## config.mk

```make
export PLATFORM = sky130hd
export DESIGN_NAME = mul_recon
export DESIGN_NICKNAME = d
export VERILOG_FILES = /design/src/rtl/mul_recon.sv
export SDC_FILE = /design/constraint.sdc
export NUM_CORES = 1
export LEC_CHECK = 0
export CORE_MARGIN = 5
export CORE_UTILIZATION = 53
export CTS_CLUSTER_SIZE = 14
export DETAILED_ROUTE_END_ITERATION = 7
export PLACE_DENSITY = 0.79
export SYNTH_ARGS = -nofsm -noshare
export SYNTH_HDL_FRONTEND = slang
export SYNTH_SLANG_ARGS = --single-unit
```

## constraint.sdc

```tcl
create_clock -name clk -period 2.3 [get_ports clk]
set_input_delay 0.345 -clock clk [delete_from_list [all_inputs] [get_ports clk]]
set_output_delay 0.345 -clock clk [all_outputs]
set_load 0.05 [all_outputs]
```

## src/rtl/mul_recon.sv

```systemverilog
// mul_recon: rebuilds a dividend from quotient, divisor and remainder using an N-cycle shift-add.
// Errors short-circuit straight to DONE. done is registered one cycle behind the DONE state.
module mul_recon #(
   parameter int N = 4
) (
   input  logic           clk,
   input  logic           rst,
   input  logic           start,
   input  logic [N-1:0]   quotient,
   input  logic [N-1:0]   divisor,
   input  logic [N-1:0]   remainder,
   output logic           busy,
   output logic           done,
   output logic [2*N-1:0] result,
   output logic [N-1:0]   dividend,
   output logic           overflow,
   output logic           error_div,
   output logic           error_rem
);
   localparam int CW = $clog2(N + 1);
   typedef enum logic [1:0] {IDLE, RUN, DONE} state_t;
   state_t         state, nxt;
   logic [2*N-1:0] acc, d_sh, acc_nxt;
   logic [N-1:0]   q_sh;
   logic [CW-1:0]  cnt;
   logic           bad_div, bad_rem, last;
   always_comb begin
      bad_div = divisor == '0;
      bad_rem = !bad_div && remainder >= divisor;
      acc_nxt = acc + (q_sh[0] ? d_sh : '0);
      last    = cnt == CW'(N - 1);
      nxt     = state == IDLE ? (start ? ((bad_div || bad_rem) ? DONE : RUN) : IDLE) :
                state == RUN  ? (last ? DONE : RUN) : IDLE;
   end
   assign busy     = state != IDLE;
   assign dividend = result[N-1:0];
   // Divisor is pre-shifted and quotient consumed LSB first, so no variable shifter is needed.
   always_ff @(posedge clk) begin
      if (rst) begin
         state     <= IDLE;
         acc       <= '0;
         d_sh      <= '0;
         q_sh      <= '0;
         cnt       <= '0;
         done      <= 1'b0;
         result    <= '0;
         overflow  <= 1'b0;
         error_div <= 1'b0;
         error_rem <= 1'b0;
      end else begin
         state <= nxt;
         done  <= state == DONE;
         if (state == IDLE && start) begin
            acc  <= {{N{1'b0}}, remainder};
            d_sh <= {{N{1'b0}}, divisor};
            q_sh <= quotient;
            cnt  <= '0;
            if (bad_div || bad_rem) begin
               result    <= '0;
               overflow  <= 1'b0;
               error_div <= bad_div;
               error_rem <= bad_rem;
            end
         end else if (state == RUN) begin
            acc  <= acc_nxt;
            d_sh <= d_sh << 1;
            q_sh <= q_sh >> 1;
            cnt  <= cnt + CW'(1);
            if (last) begin
               result    <= acc_nxt;
               overflow  <= |acc_nxt[2*N-1:N];
               error_div <= 1'b0;
               error_rem <= 1'b0;
            end
         end
      end
   end
endmodule

```

-- Yosys cells after proc, flatten, opt, wreduce, memory -nomap -nowiden
Index checks and enable logic that the tools add are counted.
- eq/ne operators: 4
- order comparisons: 1
- muxes and demuxes: 26
- add/subtract/negate cells: 2
- reduce and logical (&&, ||, !) cells: 12
- operators by type and width (operator ; number):
    $mux W8 ; 5
    $mux W4 ; 6
    $mux W1 ; 10
    $mux W2 ; 5
    $add A8 B8 Y8 ; 1
    $reduce_bool A2 Y1 ; 3
    $ge A4 B4 Y1 ; 1
    $logic_not A4 Y1 ; 1
    $reduce_or A4 Y1 ; 1
    $add A3 B1 Y3 const B ; 1
    $eq A3 B2 Y1 const B ; 1
    $reduce_and A3 Y1 ; 1
    $eq A2 B1 Y1 const B ; 1
    $eq A2 B2 Y1 const B ; 1
    $logic_and A1 B1 Y1 ; 2
    $logic_not A2 Y1 ; 1
    $ne A2 B1 Y1 const B ; 1
    $reduce_or A2 Y1 ; 1
    $logic_not A1 Y1 ; 1
    $logic_or A1 B1 Y1 ; 1
- input port bits: 15
- flip-flop bits (word level): 37
- output and inout bits: 17
- word-level logic and storage cells: 57

-- Depth between registers and ports, before layout
Gate-level depths: netlist of run 1.
- depth in word-level cells: 7
- gate-level depth with buffers: 8
- gate-level depth less buffers: 8

-- Worst setup path after synthesis of run 1
Ideal clock, no wire load.
- kind: reg-to-reg
- from: reg q_sh[0]
- to: reg overflow
- stages on the path, launching flop included: 9
- setup slack: 414 ps
- required time: 2166 ps
- library setup time: 134 ps
- arrival: 1753 ps
- path buffers: 0
- clock period less this slack: 1886 ps
- cells stage by stage: dfxtp_1 and2_1 ha_1 fa_1 a21oi_1 o21ai_0 and2_1 a211oi_1 o311ai_1
- word-level cells in the longest chain between the ends: 6
- ends and longest elaborated chain (element ; RTL line ; RTL):
    from (decl) ; 24 ; logic [N-1:0] q_sh;
    from (signal assigned) ; 56 ; q_sh <= quotient;
    from (signal assigned) ; 67 ; q_sh <= q_sh >> 1;
    $mux W8 ; 30 ; acc_nxt = acc + (q_sh[0] ? d_sh : '0);
    $add A8 B8 Y8 ; 30 ;
    $reduce_or A4 Y1 ; 71 ; overflow <= |acc_nxt[2*N-1:N];
    $mux W1 ; 69 ; if (last) begin
    $mux W1 ; 64 ; end else if (state == RUN) begin
    $mux W1 ; 53 ; if (state == IDLE && start) begin
    to (signal assigned) ; 71 ;
    to (decl) ; 16 ; output logic overflow,
No other way between the ends. The select of a mux whose other input is x is not followed.
A chain may end at the register's enable or synchronous reset.

-- Worst setup path after layout of run 1
Same ends and word-level chain as after synthesis.

==> results of run 1 <==
cells by family after synthesis:
kind of cell,after synthesis,synth area share (%)
XOR/XNOR,3,1.33
flip-flops,37,37.4
AO/OA/AOI/OAI,78,25.3
AND/OR/NAND/NOR,84,20.0
buffers and inverters,29,6.70
adder cells (fa/ha/maj),14,9.23
layer usage:
layer	share of wire (%)	wire length, um	up-vias	GRT usage (%)
li1	-	-	916	-
met1	48	2190	856	24.4
met2	47	2130	40	30.2
met3	4.0	182	6	4.97
met4	1.1	51	0	5.22
met5	0	0	-	0
worst max-delay path: cells and delay by family (launching register included):
kind	cells	cell delay, ps
AOI/OAI and AO/OA	4	520
adders and majority gates	1	340
buffers and inverters	1	150
DFF	1	370
and+or+nand+nor	2	630
per-stage QoR:
stage	area, um2	total power (W)	util, %
2_1_floorplan	1980	0.000852	-
3_3_place_gp	2300	0.000930	63.4
3_5_place_dp	2300	0.000934	63.4
4_1_cts	2390	0.00139	65.8
5_1_grt	2400	0.00144	66.1
6_report	2400	0.00139	66.1
area by class of cell:
type / instances / area (um2) / share of cell area [%]
clock buffer: 7 / 86.3 / 3.59
inverter: 11 / 41.3 / 1.72
timing repair buffer: 37 / 355 / 14.8
tap: 48 / 60.1 / 2.50
sequential: 37 / 742 / 30.9
multi-input combinational: 179 / 1120 / 46.5
layout by cell type (no fill, tap or decap), types with 2 or more instances in the layout:
cell / instances
nand2b_1: 2
dfxtp_1: 36
o21a_1: 3
nand2_1: 43
a22oi_1: 10
clkdlybuf4s50_1: 31
clkbuf_8: 6
a21oi_1: 35
a211oi_1: 3
nor2b_1: 2
nor3b_1: 3
nand3_1: 6
ha_1: 13
nor2_1: 10
a21o_1: 2
xnor2_1: 2
and2_1: 10
buf_4: 6
o21ai_0: 4
o211ai_1: 10
and3_1: 3
inv_1: 11
repair_timing:
item / 4_1_cts / 5_1_grt
setup endpoints to repair: 0 / 3
resized for setup: 0 / 3
hold buffers: 0 / 0
flip-flops by register name, indices dropped and copies added (netlist names):
register,cells
acc,8
cnt,3
error_div,1
done,1
overflow,1
error_rem,1
q_sh,4
d_sh,8
state,2
result,8
power breakdown:
group | internal (W) | leakage [nW] | switching, W
Clock | 0.000238 | 0.0443 | 0.000226
Sequential | 0.000667 | 0.301 | 0.0000191
Combinational | 0.0000907 | 0.572 | 0.000145
Total | 0.000996 | 0.917 | 0.000391
cell usage after synthesis, drive strengths merged (2+ instances only):
library cell,number
o21ai,4
a21o,2
clkbuf,8
nand3,6
dfxtp,37
ha,13
nor2b,2
and2,10
and3,3
o211ai,10
xnor2,2
inv,11
a21oi,36
buf,10
o311ai,2
nand2,43
nor3b,3
a211oi,4
o21a,3
nor2,11
nand2b,2
a22oi,10
how the worst max path moves through the flow:
stage / from / end / slack (ps) / depth (start not counted)
after floorplan: q_sh[0]$_SDFFE_PP0P_ / overflow$_SDFFE_PP0P_ / 410 / 8
after global routing: q_sh[0]$_SDFFE_PP0P_ / overflow$_SDFFE_PP0P_ / -0.5 / 8
after detailed placement: remainder[0] / result[1]$_SDFFE_PP0P_ / 10 / 9
after global placement: remainder[0] / result[0]$_SDFFE_PP0P_ / 50 / 9
after CTS: q_sh[0]$_SDFFE_PP0P_ / overflow$_SDFFE_PP0P_ / 70 / 8
final: q_sh[0]$_SDFFE_PP0P_ / overflow$_SDFFE_PP0P_ / 150 / 8
==> flow_summary.ini, run 1 <==
[clock_network]
path_clk_slew_ps = 70
worstSkewPairLatency_ps = 290
cts_buffer_depth = 2
cts_tree = done
cts_buffers = 5
cts_sinks = 37
h-tree-depth = 2
cts-root-buf = clkbuf_8
cts_setup_buffers = 0

[synthesis]
synth_flop_cell = dfxtp_1
netlist_top_cells_area = dfxtp_1, a21oi_1, ha_1, nand2_1, a22oi_1
synth_top_area_share_pct = 37.4
ys_types = 39
yosysSeqAreaShare_pct = 37.4
syn_area_mm2 = 0.00198
yosysWarnings = 0
synth_fp_nets = 274
yosysTopAreaCell = dfxtp_1
syn_inst = 245
async_reset_ff_share_pct = 0
synth_enable_flop_cells = 0
synth_area_per_cell_um2 = 8.08
synth-seq-cells = 37

[layout]
fill_cells = 347
drive_gt1_share_pct = 6.64
nets = 300
area_delta_synth_final_pct = 21.4
stdcell_count = 319
insertedDiodeCount = 0

[min_path]
min_path_cells = 2
hold_class = reg -> reg
hold_start = cnt[1]$_SDFFE_PP0P_
worst_hold_path.endpoint = cnt[1]$_SDFFE_PP0P_

[setup_path]
arrival_ps = 2310
end_kind = flip-flop
crit_path_start_kind = flip-flop
cp_slowest_stage_delay_ps = 480
worstPathCellList = and2_1 > ha_1 > or3_2 > o21ai_0 > a211oi_1 > buf_4 > a211oi_1 > o311ai_1
r2r_slack_ps = 150
reg2reg_from = q_sh[0]$_SDFFE_PP0P_
reg2reg_depth = 8
critical_path_class = reg -> reg
critPathSlowestCell = or3_2
crit_fanout = 10
crit_top_cell = a211oi_1
reg2reg_to = overflow$_SDFFE_PP0P_
critPathRequiredTime_ps = 2460

[timing]
hold_viol_final = 0
slew_viol_final = 0
period_share_pct = 93.6
fmax_mhz = 464
worst_slew_pin_slew_ps = 566
fin_skew_ps = 3.47
slew_headroom_pct = 62.3
finalCriticalPeriod_ps = 2150
setup_ws_ps = 147
fin_hold_ws_ps = 462
tns_ps = 0
setup_violations = 0

[die]
die_area_mm2 = 0.00506
fp.dieH_um = 71.1
die_w_um = 71.1
core_mm2 = 0.00363
placementRows = 22
io_pins = 32
initial_core_util_pct = 54.5

[routing]
drtIter0Drc = 114
routed_wirelength_mm = 4.55
post_drt_wl_per_cell_um = 14.3
firstDrtPassIters = 4
dr_total_vias = 1818
vias_per_cell = 5.70
drcViolationCount = 0
ant_nets = 0

[flow_run]
maxCapViolCount = 0

[pwr]
p_leak_nw = 0.917
power_density_mw_per_mm2 = 577
vdd_drop_max_mv = 0.335

[global_routing]
grt_max_degree = 26
grt_pass1_wl_mm = 7.64
grt_util_all_layers_pct = 18.6
grt_pass1_vias = 1665
antenna_found_initial = 0
grt_overflow = 0

[placed_design]
port_buffers = 31
post-place-ws_ps = 14.8
hpwlAfterDp_mm = 3.29
dp_cells = 312
gp_congestion = 0.890

[outcome]
outcome = finished, final reports clean
(Power assumes the default switching activity.)
==> run 2, diff against run 1 <==
Settings changed: SETUP_SLACK_MARGIN from default to 0.1, SLEW_MARGIN from default to 25.
==> results of run 2 <==
Same layout as run 1 (identical final DEF). Status: finished, final reports clean.
Main changes from that run: number of gates resized after CTS 0 -> 1
